===== src/rtl/kpn_channel_fifo.sv =====
`default_nettype none
// ============================================================================
// Module   : kpn_channel_fifo
// Brief    : Bounded in-order token channel for the KPN fabric; blocking
//            write/read through full/empty, optional reset-time initial tokens.
// Revision : 1.0 - initial release
// ============================================================================
module kpn_channel_fifo #(
    parameter int               WIDTH       = 16,
    parameter int               DEPTH       = 8,
    parameter int               INIT_TOKENS = 0,
    parameter logic [WIDTH-1:0] INIT_VALUE  = '0
) (
    input  logic                         clk,
    input  logic                         rst_n,
    input  logic                         wr,
    input  logic [WIDTH-1:0]             entry_1,
    input  logic                         rd,
    output logic [WIDTH-1:0]             output_1,
    output logic                         full,
    output logic                         empty,
    output logic [$clog2(DEPTH+1)-1:0]   count,
    output logic                         ovf,
    output logic                         unf
);

    localparam int              c_pw         = $clog2(DEPTH);
    localparam int              c_cw         = $clog2(DEPTH + 1);
    localparam logic [c_pw-1:0] c_wp_init    = c_pw'(INIT_TOKENS % DEPTH);
    localparam logic [c_pw-1:0] c_ptr_one    = c_pw'(1);
    localparam logic [c_cw-1:0] c_count_init = c_cw'(INIT_TOKENS);
    localparam logic [c_cw-1:0] c_count_one  = c_cw'(1);
    localparam logic [c_cw-1:0] c_depth      = c_cw'(DEPTH);

    logic [WIDTH-1:0] r_mem [DEPTH];
    logic [c_pw-1:0]  r_wp;
    logic [c_pw-1:0]  r_rp;
    logic [c_cw-1:0]  r_count;
    logic             r_ovf;
    logic             r_unf;

    logic             w_full;
    logic             w_empty;
    logic             w_wa;
    logic             w_ra;

    // Status comes from the registered count only, never from wr/rd.
    assign w_full  = (r_count == c_depth);
    assign w_empty = (r_count == '0);
    assign w_wa    = wr & ~w_full;
    assign w_ra    = rd & ~w_empty;

    always_ff @(posedge clk) begin
        if (!rst_n) begin
            for (int i = 0; i < DEPTH; i++) begin
                if (i < INIT_TOKENS) begin
                    r_mem[i] <= INIT_VALUE;
                end
            end
        end else if (w_wa) begin
            r_mem[r_wp] <= entry_1;
        end
    end

    always_ff @(posedge clk) begin
        if (!rst_n) begin
            r_wp    <= c_wp_init;
            r_rp    <= '0;
            r_count <= c_count_init;
            r_ovf   <= 1'b0;
            r_unf   <= 1'b0;
        end else begin
            if (w_wa) begin
                r_wp <= r_wp + c_ptr_one;
            end
            if (w_ra) begin
                r_rp <= r_rp + c_ptr_one;
            end
            case ({w_wa, w_ra})
                2'b10:   r_count <= r_count + c_count_one;
                2'b01:   r_count <= r_count - c_count_one;
                default: r_count <= r_count;
            endcase
            // Sticky until reset; a rejected access sets them even if the
            // opposite port was accepted in the same cycle.
            if (wr && w_full) begin
                r_ovf <= 1'b1;
            end
            if (rd && w_empty) begin
                r_unf <= 1'b1;
            end
        end
    end

    assign output_1 = w_empty ? '0 : r_mem[r_rp];
    assign full     = w_full;
    assign empty    = w_empty;
    assign count    = r_count;
    assign ovf      = r_ovf;
    assign unf      = r_unf;

endmodule
`default_nettype wire


===== config.mk =====
export PLATFORM = sky130hd
export DESIGN_NAME = kpn_channel_fifo
export DESIGN_NICKNAME = d
export VERILOG_FILES = /design/src/rtl/kpn_channel_fifo.sv
export SDC_FILE = /design/constraint.sdc
export NUM_CORES = 1
export LEC_CHECK = 0
export CAP_MARGIN = 0
export CORE_MARGIN = 2
export CORE_UTILIZATION = 55
export DETAILED_ROUTE_END_ITERATION = 12
export PLACE_DENSITY = 0.76
export SETUP_SLACK_MARGIN = 0.4
export SYNTH_ARGS = -nofsm -noshare
export SYNTH_HDL_FRONTEND = slang
export SYNTH_SLANG_ARGS = --single-unit

===== constraint.sdc =====
create_clock -name clk -period 3.2 [get_ports clk]
set_input_delay 0.64 -clock clk [delete_from_list [all_inputs] [get_ports clk]]
set_output_delay 0.64 -clock clk [all_outputs]
set_load 0.03 [all_outputs]

* Word-level counts from Yosys, hierarchy flattened
Memory sizes are Yosys's and may differ from the RTL's. A register that Yosys moved wholly into a read port is not among the register bits.
Cells that the tools add are included.
** Storage, ports and cells
- Latch bits :: 0
- Memories kept :: 1
- Register bits :: 12
- Input bits :: 20
- Memory bits (read-only) :: 0
- Word-level logic and storage cells :: 28
- Output and inout bits :: 24
- Memory bits (writable) :: 128
** Memories
- r_mem :: words 8, width 16, read ports 1, clocked after memory_dff 1, wr ports 1, RTL line 35 : logic [WIDTH-1:0] r_mem [DEPTH];
** Cells by class
- Reduce and logical (&&, ||, !) cells :: 4
- Div/mod/pow operators :: 0
- Magnitude comparators :: 0
- $add $sub $neg :: 4
- Shift-type cells :: 0
- Equal/unequal tests :: 3
- Muxes and demuxes :: 7
- Bitwise operators :: 4
- Multiply operators :: 0
** Operators by type and width (number)
- 2-to-1 mux 16 bit :: 1
- one-hot mux 4 bit (2 select lines) :: 1
- adder 3 x 1 -> 3 bit (second input constant) :: 2
- 2-to-1 mux 3 bit :: 2
- adder 4 x 1 -> 4 bit (second input constant) :: 1
- == test 4 bit (second input constant) :: 1
- logical NOT 4 bit :: 1
- subtractor 4 x 1 -> 4 bit (second input constant) :: 1
- 2-to-1 mux 1 bit :: 3
- AND 1 bit :: 2
- == test 2 x 1 -> 1 bit (second input constant) :: 1
- == test 2 bit (second input constant) :: 1
- logical AND 1 bit :: 2
- inverter 1 bit :: 2
- nonzero test 2 bit :: 1

* Logic depth before layout (Yosys ltp)
Gate-level depths: netlist of run 1.
- Depth after elaboration :: 6
- Mapped depth :: 11
- Depth with buffers taken out :: 9

* Worst setup path after synthesis of run 1
No wires, ideal clock.
- Path kind :: reg2reg
- Start point :: register r_count[1], in the netlist count[1]
- End point :: memory r_mem[1][0], enable pin
- Data required time :: 2.770 ns
- Period minus slack after synthesis :: 3.025 ns
- Setup time :: 0.430 ns
- Buffers on the path :: 2
- Cell stages (with the launch flop) :: 6
- Setup slack :: 0.175 ns
- Arrival :: 2.595 ns
- Cells stage by stage :: dfxtp_1 > buf_6 > or4b_4 > buf_6 > nand2_8 > nor4_1
** On the way
- Longest elaborated chain between the ends :: 6
** RTL lines
- start, declared :: RTL line 38 : logic [c_cw-1:0] r_count;
- start signal, assigned :: RTL line 69 : r_count <= c_count_init;
- start signal, assigned :: RTL line 80 : 2'b10: r_count <= r_count + c_count_one;
- start signal, assigned :: RTL line 81 : 2'b01: r_count <= r_count - c_count_one;
- == test 4 bit :: RTL line 48 : assign w_full = (r_count == c_depth);
- inverter 1 bit :: RTL line 50 : assign w_wa = wr & ~w_full;
- AND 1 bit :: RTL line 50
- 2-to-1 mux 1 bit :: RTL line 60 : end else if (w_wa) begin
- 2-to-1 mux 1 bit :: RTL line 54 : if (!rst_n) begin
- 2-to-1 mux 1 bit (not written as such) :: RTL line 61 : r_mem[r_wp] <= entry_1;
- end, declared :: RTL line 35
Every way passes these cells.

==> flow_metrics.py, run 1 <==
metrics = {
    "worst_setup_path": {
        "cp.arrival_ns": 2.17,
        "cp-start-kind": "flop",
        "r2r_slack_ns": 0.65,
        "path_class": "flop to primary output",
        "worstPathRequired_ns": 2.56,
        "cp_max_fo": 8,
        "end_kind": "primary output",
    },
    "placed_design": {
        "post-place-cells": 462,
        "port_buffers": 43,
        "dp_hpwl_mm": 5.71,
        "place.gp.congestion": 0.751,
        "placed_area_um2": 6320,
        "dpl_worst_slack_ns": 0.342,
    },
    "logic_synthesis": {
        "synthSimpleGateAreaFrac_pct": 5.45,
        "synth_xor_area_share_pct": 1.09,
        "ys_top_cells_by_count": "edfxtp_1, mux4_2, mux2i_1",
        "syn_area_um2": 5620,
        "synth_top_family_by_area": "multiplexers",
        "ys_seq_elements": 143,
        "syn_inst": 286,
        "synthesis.nets": 311,
        "avgSynthCellArea_um2": 19.7,
        "synth_compound_area_share_pct": 0.934,
        "synth.most_common_cell": "edfxtp_1",
        "yosys_warnings": 0,
        "synthMuxAreaShare_pct": 16.2,
        "ys_seq_area_share_pct": 73.7,
        "synth-adder-area-share_pct": 1.11,
        "synth.distinct_cells": 33,
        "yosys.area.top_type_share_pct": 68.3,
        "synth_area_leaders": "edfxtp_1, mux4_2, dfxtp_1",
        "synth_edf_count": 128,
        "yosysTopAreaCell": "edfxtp_1",
        "synth_flop_cell": "edfxtp_1",
        "synth-async-reset-ratio_pct": 0,
    },
    "clocking": {
        "clk_latency_ns": 0.52,
        "cts_root_buffer": "clkbuf_8",
        "cts.path.max_buffers": 2,
        "cts_inserted_buffers": 17,
        "clkSinkCount": 143,
        "htreeDepth": 4,
        "path_clk_slew_ns": 0.06,
        "cts_hold_buf": 0,
        "cts_tree": "done",
    },
    "layout": {
        "multi_input_area_um2": 1440,
        "final_nets": 382,
        "fin_area_um2": 7000,
        "nFillCells": 599,
        "insertedDiodeCount": 0,
        "area_growth_pct": 24.4,
        "ff_latch_area_um2": 4150,
        "final_cells": 503,
        "finish.utilization_pct": 71.0,
        "drive_gt1_share_pct": 31.9,
    },
    "sta": {
        "setup_tns_ns": 0,
        "rsz0062_at_grt": "true",
        "worst-slew-pin-transition_ns": 0.361,
        "maxSlewViolCount": 0,
        "maxSlewHeadroom_pct": 76.0,
        "finalHoldViolations": 0,
        "finalCritPeriodShare_pct": 87.9,
        "fmax_mhz": 356,
        "holdWs_ns": 0.500,
        "skew_ns": 0.00477,
        "finalWorstSetupSlack_ns": 0.388,
        "period_minus_slack_ns": 2.81,
        "finalSetupViolations": 0,
    },
    "power_and_ir_drop": {
        "powerDensity_nw_per_um2": 860,
        "p_leak_nw": 2.33,
        "power_mw": 6.02,
        "peakVddDrop_mv": 0.426,
    },
    "floorplan": {
        "dieArea_um2": 11100,
        "num_io_pins": 44,
        "die_w_um": 105,
        "fp-row-count": 36,
        "start_util_pct": 57.0,
        "dieHeight_um": 105,
        "core_um2": 9860,
    },
    "routing": {
        "firstDrtPassIters": 4,
        "ant_nets": 0,
        "num_vias": 2909,
        "drc": 0,
        "totalWireLength_mm": 10.9,
        "drtIter0Drc": 246,
        "drt-vias-per-instance": 5.78,
        "wire_per_inst_um": 21.7,
    },
    "status": {
        "status": "finished clean",
    },
    "global_route": {
        "track_usage_pct": 21.9,
        "antenna_found_initial": 0,
        "grt_pass1_wl_mm": 17.4,
        "grt-ovfl-total": 0,
        "grt_max_degree": 33,
        "grt_pass1_vias": 3020,
    },
    "run": {
        "maxCapViolations": 0,
    },
    "min_path": {
        "min_path_type": "flop to flop",
    },
}
-- flip-flops by register name, summed over array words and instances, names as in the netlist, named ones only --
register	flops
r_rp	3
r_mem	128
unf	1
ovf	1
r_wp	3
count	4
-- where the power goes --
| group | switching (mW) | internal (mW) |
|---|---|---|
| Clock | 0.743 | 1.35 |
| Combinational | 0.930 | 0.786 |
| Sequential | 0.0826 | 2.13 |
-- metal layers --
layer  up-vias  share of wire (%)  track usage [%]
met5         -                  0                0
met4         0                1.2             6.29
met3        11                7.9             6.67
met2       125                 51             36.0
met1      1485                 39             28.4
li1       1288                  -                -
-- kinds of logic (layout without fill, tap and decap cells) --
kind of cell             count (synthesis)  after routing
XOR/XNOR                                 7              7
AO/OA/AOI/OAI                            9              9
adder cells (fa/ha/maj)                  5              5
AND/OR/NAND/NOR                         54             54
multiplexers                            51             51
buffers and inverters                   17            101
flip-flops                             143            143
-- worst max-delay path: stages, from the launching register on --
cell,delay (ns)
dfxtp_4,0.40
buf_4,0.14
buf_16,0.14
mux4_2,0.53
mux2i_1,0.19
nor2_1,0.07
buf_4,0.18
-- final timing paths --
| path | startpoint | to | cells past startpoint |
|---|---|---|---|
| setup / recovery | flop | output_1[6] | 6 |
| hold / removal | unf$_SDFFE_PN0P_ | unf$_SDFFE_PN0P_ | 2 |
| hold reg to reg | unf$_SDFFE_PN0P_ | unf$_SDFFE_PN0P_ | 2 |
| setup reg to reg | count[1]$_SDFFE_PN0P_ | count[2]$_SDFFE_PN0P_ | 9 |
-- area by class of cell --
class | count | share of cell area [%]
Multi-Input combinational cell | 126 | 20.6
Clock buffer | 18 | 5.97
Clock inverter | 14 | 3.07
Timing Repair Buffer | 68 | 8.69
Tap cell | 133 | 2.38
Inverter | 1 | 0.0536
Sequential cell | 143 | 59.3
-- timing repair --
action / 4_1_cts / 5_1_grt
cloned: 2 / 0
setup buffers: 3 / 4
gates resized for setup: 61 / 25
pin swaps: 0 / 0
setup endpoints to repair: 18 / 15
-- layout by cell type (no fill, tap or decap), types with 6 or more instances in the layout --
| cell type | n |
|---|---|
| buf_2 | 10 |
| nor2b_1 | 6 |
| and2_1 | 6 |
| buf_4 | 24 |
| dfxtp_1 | 14 |
| mux2i_1 | 17 |
| mux4_2 | 32 |
| nor2_1 | 18 |
| clkbuf_16 | 16 |
| edfxtp_1 | 128 |
| clkdlybuf4s50_1 | 25 |
Note: power is estimated with default switching activity, not from simulation.
==> run 2: changes to the inputs <==
REMOVE_ABC_BUFFERS = 1   (was default)
==> flow_metrics.py, run 2 (synthesis results as in run 1) <==
metrics = {
    "floorplan": {
        "dieArea_um2": 11100,
        "dieHeight_um": 105,
        "fp-row-count": 36,
        "core_um2": 9860,
        "start_util_pct": 57.0,
        "die_w_um": 105,
        "num_io_pins": 44,
    },
    "worst_setup_path": {
        "worst_path_max_delay_cell": "mux4_2",
        "crit_chain": "buf_12 > buf_8 > buf_4 > mux4_2 > mux2i_1 > nor2_1 > buf_4",
        "path_class": "flop to primary output",
        "end_kind": "primary output",
        "critPathTopFamily": "multiplexers",
        "cp.arrival_ns": 2.15,
        "crit_top_cell": "buf_4",
        "path_depth": 7,
        "path_buf_inv": 4,
        "rr_startpoint": "count[1]$_SDFFE_PN0P_",
        "cp-start-kind": "flop",
        "cp_max_fo": 7,
        "r2r_cells": 9,
        "slowest_delay_ns": 0.49,
        "r2r_slack_ns": 0.63,
        "r2r_end": "count[2]$_SDFFE_PN0P_",
        "worstPathRequired_ns": 2.56,
    },
    "routing": {
        "num_vias": 2884,
        "firstDrtPassIters": 4,
        "drtIter0Drc": 245,
        "ant_nets": 0,
        "drt-vias-per-instance": 5.67,
        "wire_per_inst_um": 21.6,
        "drc": 0,
        "totalWireLength_mm": 11.0,
    },
    "sta": {
        "rsz0062_at_grt": "true",
        "skew_ns": 0.00576,
        "fmax_mhz": 358,
        "holdWs_ns": 0.505,
        "finalWorstSetupSlack_ns": 0.407,
        "finalSetupViolations": 0,
        "finalHoldViolations": 0,
        "maxSlewViolCount": 0,
        "finalCritPeriodShare_pct": 87.3,
        "maxSlewHeadroom_pct": 73.6,
        "worst-slew-pin-transition_ns": 0.395,
        "period_minus_slack_ns": 2.79,
    },
    "power_and_ir_drop": {
        "powerDensity_nw_per_um2": 852,
        "power_mw": 6.00,
        "p_sw_share_pct": 29.7,
        "intPower_mw": 4.22,
        "p_leak_nw": 2.34,
        "power_frac_comb_pct": 30.9,
        "peakVddDrop_mv": 0.540,
        "switchingPower_mw": 1.79,
        "pwr-share-clk_pct": 32.2,
        "p_seq_share_pct": 36.9,
    },
    "clocking": {
        "cts_hold_buf": 0,
        "cts_tree": "done",
        "cts.path.max_buffers": 2,
        "path_clk_slew_ns": 0.06,
        "clkSinkCount": 143,
        "cts_root_buffer": "clkbuf_8",
        "cts_inserted_buffers": 17,
        "htreeDepth": 4,
        "clk_latency_ns": 0.51,
    },
    "layout": {
        "fin_area_um2": 7040,
        "final_nets": 388,
        "largest_register_ffs": 128,
        "insertedDiodeCount": 0,
        "area_growth_pct": 25.3,
        "top_register": "r_mem",
        "final_cell_mix": "edfxtp_1, mux4_2, buf_4, clkdlybuf4s50_1",
        "final_common_cell": "edfxtp_1",
        "drive_gt1_share_pct": 31.9,
        "nFillCells": 582,
        "finish.utilization_pct": 71.4,
    },
    "global_route": {
        "antenna_found_initial": 0,
        "grt_max_degree": 33,
        "grt-ovfl-total": 0,
        "grt_pass1_vias": 3056,
        "grt_pass1_wl_mm": 17.0,
        "track_usage_pct": 21.6,
    },
    "placed_design": {
        "port_buffers": 43,
        "placed_area_um2": 6310,
        "dp_hpwl_mm": 5.57,
        "place.gp.congestion": 0.799,
        "dpl_worst_slack_ns": 0.339,
    },
    "run": {
        "maxCapViolations": 0,
    },
    "status": {
        "status": "finished clean",
    },
    "min_path": {
        "min_path_type": "flop to flop",
        "min_path_cells": 2,
        "hp-start": "unf$_SDFFE_PN0P_",
        "min_to": "unf$_SDFFE_PN0P_",
    },
}
run 2: cell types whose count changed in the layout (fill, tap and decap cells not counted), sizes merged:
| cell | previous run | this run |
|---|---|---|
| clkinv | 6 | 7 |
| bufinv | 5 | 3 |
| clkbuf | 21 | 22 |
| clkdlybuf4s15 | 0 | 1 |
| inv | 2 | 3 |
| buf | 38 | 42 |
run 2: per-layer routing:
layer | global-route usage, % | wire, um | vias to the layer above
met5 | 0 | 0 | -
met1 | 27.4 | 4470 | 1472
met4 | 9.33 | 165 | 0
li1 | - | - | 1303
met3 | 5.80 | 639 | 15
met2 | 35.3 | 5720 | 94
run 2: worst max-delay path by stage:
stage | endpoint | start
3_3_place_gp | count[2]$_SDFFE_PN0P_ | wr
6_report | output_1[15] | flop
4_1_cts | output_1[9] | flop
3_5_place_dp | count[2]$_SDFFE_PN0P_ | wr
2_1_floorplan | count[2]$_SDFFE_PN0P_ | count[1]$_SDFFE_PN0P_
5_1_grt | output_1[14] | flop
run 2: layout make-up:
cell class,count,area [um^2],area share [%]
Inverter,1,3.75,0.0533
Multi-Input combinational cell,126,1450,20.5
Sequential cell,143,4150,58.9
Tap cell,133,166,2.36
Clock buffer,18,418,5.93
Clock inverter,14,166,2.36
Timing Repair Buffer,74,697,9.89
run 2: power by group through the flow:
stage                     registers (mW)  logic (mW)  clock network, mW
final                               2.22        1.85               1.93
after global routing                2.23        1.99               2.04
after detailed placement            2.25        1.66                  0
after floorplan                     2.36       0.923                  0
after CTS                           2.22        1.73               1.96
after global placement              2.24        1.64                  0
run 2: worst min-delay path, cell delays in order (launching register included):
cell and delay [ns]:
dfxtp_1 0.33, a21oi_1 0.04, nor2b_1 0.09
run 2: through the flow:
| step | setup TNS [ns] | std cells |
|---|---|---|
| final | 0 | 509 |
| after global placement | 0 | 462 |
| after detailed placement | 0 | 462 |
| after CTS | 0 | 502 |
| after floorplan | -20.10 | 270 |
| after global routing | 0 | 509 |
run 2: repair_timing:
action,4_1_cts,5_1_grt
pin swaps,0,1
setup buffers,7,6
resized for setup,73,25
endpoints found under the setup margin,18,17
gates cloned,1,1
==> run 3: changes to the inputs <==
clock period = 3.4 ns   (was 3.2 ns; I/O delays follow)
==> flow_metrics.py, run 3 (synthesis results as in run 1) <==
metrics = {
    "layout": {
        "largest_register_ffs": 128,
        "ff_latch_area_um2": 4150,
        "final_cell_mix": "edfxtp_1, mux4_2, clkdlybuf4s50_1, mux2i_1, nor2_1",
        "final_cells": 495,
        "final_nets": 374,
        "finish.utilization_pct": 69.8,
        "nFillCells": 618,
        "final_common_cell": "edfxtp_1",
        "multi_input_area_um2": 1430,
        "insertedDiodeCount": 0,
        "top_register": "r_mem",
        "area_growth_pct": 22.4,
        "drive_gt1_share_pct": 27.6,
    },
    "min_path": {
        "min_to": "unf$_SDFFE_PN0P_",
        "hp-start": "unf$_SDFFE_PN0P_",
        "min_path_cells": 2,
        "min_path_type": "flop to flop",
    },
    "sta": {
        "maxSlewHeadroom_pct": 77.2,
        "period_minus_slack_ns": 2.89,
        "maxSlewViolCount": 0,
        "finalSetupViolations": 0,
        "worst-slew-pin-transition_ns": 0.342,
        "fmax_mhz": 346,
        "rsz0062_at_grt": "true",
        "holdWs_ns": 0.505,
        "finalCritPeriodShare_pct": 84.9,
        "setup_tns_ns": 0,
        "skew_ns": 0.00790,
        "finalWorstSetupSlack_ns": 0.512,
        "finalHoldViolations": 0,
    },
    "placed_design": {
        "dpl_worst_slack_ns": 0.496,
        "port_buffers": 43,
        "post-place-cells": 460,
        "place.gp.congestion": 0.765,
        "dp_hpwl_mm": 5.57,
    },
    "floorplan": {
        "die_w_um": 105,
        "core_um2": 9860,
        "dieArea_um2": 11100,
        "start_util_pct": 57.0,
        "fp-row-count": 36,
        "num_io_pins": 44,
        "dieHeight_um": 105,
    },
    "power_and_ir_drop": {
        "p_sw_share_pct": 29.8,
        "p_leak_nw": 2.24,
        "powerDensity_nw_per_um2": 773,
        "p_seq_share_pct": 39.2,
        "pwr-share-clk_pct": 32.5,
        "peakVddDrop_mv": 0.698,
        "power_frac_comb_pct": 28.3,
        "switchingPower_mw": 1.59,
        "intPower_mw": 3.74,
    },
    "routing": {
        "drt-vias-per-instance": 5.72,
        "ant_nets": 0,
        "wire_per_inst_um": 21.2,
        "firstDrtPassIters": 4,
        "drc": 0,
        "totalWireLength_mm": 10.5,
        "drtIter0Drc": 179,
        "num_vias": 2830,
    },
    "global_route": {
        "grt_max_degree": 33,
        "grt_pass1_wl_mm": 16.2,
        "track_usage_pct": 20.5,
        "antenna_found_initial": 0,
        "grt-ovfl-total": 0,
        "grt_pass1_vias": 2895,
    },
    "worst_setup_path": {
        "rr_startpoint": "count[1]$_SDFFE_PN0P_",
        "worstPathRequired_ns": 2.72,
        "r2r_end": "count[2]$_SDFFE_PN0P_",
        "cp_max_fo": 13,
        "cp-start-kind": "flop",
        "r2r_slack_ns": 0.77,
        "r2r_cells": 11,
        "end_kind": "primary output",
        "cp.arrival_ns": 2.21,
        "path_class": "flop to primary output",
    },
    "clocking": {
        "cts_tree": "done",
        "cts.path.max_buffers": 2,
        "cts_root_buffer": "clkbuf_8",
        "htreeDepth": 4,
        "path_clk_slew_ns": 0.06,
        "cts_hold_buf": 0,
        "clkSinkCount": 143,
        "clk_latency_ns": 0.52,
        "cts_inserted_buffers": 17,
    },
    "status": {
        "status": "finished clean",
    },
    "run": {
        "maxCapViolations": 0,
    },
}
==> run 3: cell count changes in the layout (fill, tap and decap cells not counted), sizes merged <==
cell / previous run / this run
buf: 42 / 17
bufinv: 3 / 2
clkdlybuf4s15: 1 / 6
clkinvlp: 2 / 4
dlygate4sd2: 2 / 7
dlymetal6s2s: 0 / 1
inv: 3 / 2
==> run 3: metrics by stage <==
stage,total power [mW],cell area [um^2]
after CTS,5.39,6910
after detailed placement,3.65,6300
final,5.33,6890
after floorplan,3.09,5540
after global placement,3.63,6300
after global routing,5.55,6890
==> run 3: worst max-delay path by stage <==
| stage | end | start | cells past startpoint | slack [ns] |
|---|---|---|---|---|
| finish | output_1[15] | flop | 5 | 0.51 |
| floorplan | count[2]$_SDFFE_PN0P_ | count[1]$_SDFFE_PN0P_ | 9 | -1.22 |
| global route | output_1[2] | flop | 5 | 0.37 |
| global placement | count[2]$_SDFFE_PN0P_ | wr | 9 | 0.57 |
| detailed placement | count[2]$_SDFFE_PN0P_ | wr | 9 | 0.50 |
| CTS | output_1[11] | flop | 5 | 0.28 |
==> run 3: area by class of cell <==
type                    count  area share (%)
flip-flops and latches    143            60.2
inverters                   1          0.0545
clock buffers              18            6.07
well taps                 133            2.42
multi-input cells         126            20.8
clock inverters            14            2.07
repair buffers             60            8.36
==> run 3: what timing repair did <==
item / in CTS / in global routing
gates resized for setup: 32 / 9
setup buffers: 2 / 0
cloned: 1 / 0
endpoints found under the setup margin: 17 / 10
==> run 3: worst max-delay path, stage by stage, from the launching register on <==
cell           delay, ns
dfxtp_4             0.43
buf_12              0.19
mux4_2              0.50
mux2i_1             0.16
nor2_1              0.05
dlygate4sd2_1       0.36
==> run 3: power by group through the flow <==
stage	logic [mW]	clock network, mW	registers, mW
6_report	1.51	1.73	2.09
5_1_grt	1.63	1.83	2.10
4_1_cts	1.56	1.75	2.08
3_5_place_dp	1.53	0	2.12
3_3_place_gp	1.52	0	2.11
2_1_floorplan	0.870	0	2.22
==> run 3: per-layer routing <==
metal  vias to the layer above  share of wire (%)  GRT usage [%]
met5                         -                  0              0
li1                       1269                  -              -
met3                         6                5.0           6.11
met4                         0               0.66           6.29
met2                       100                 52           33.2
met1                      1455                 43           27.2
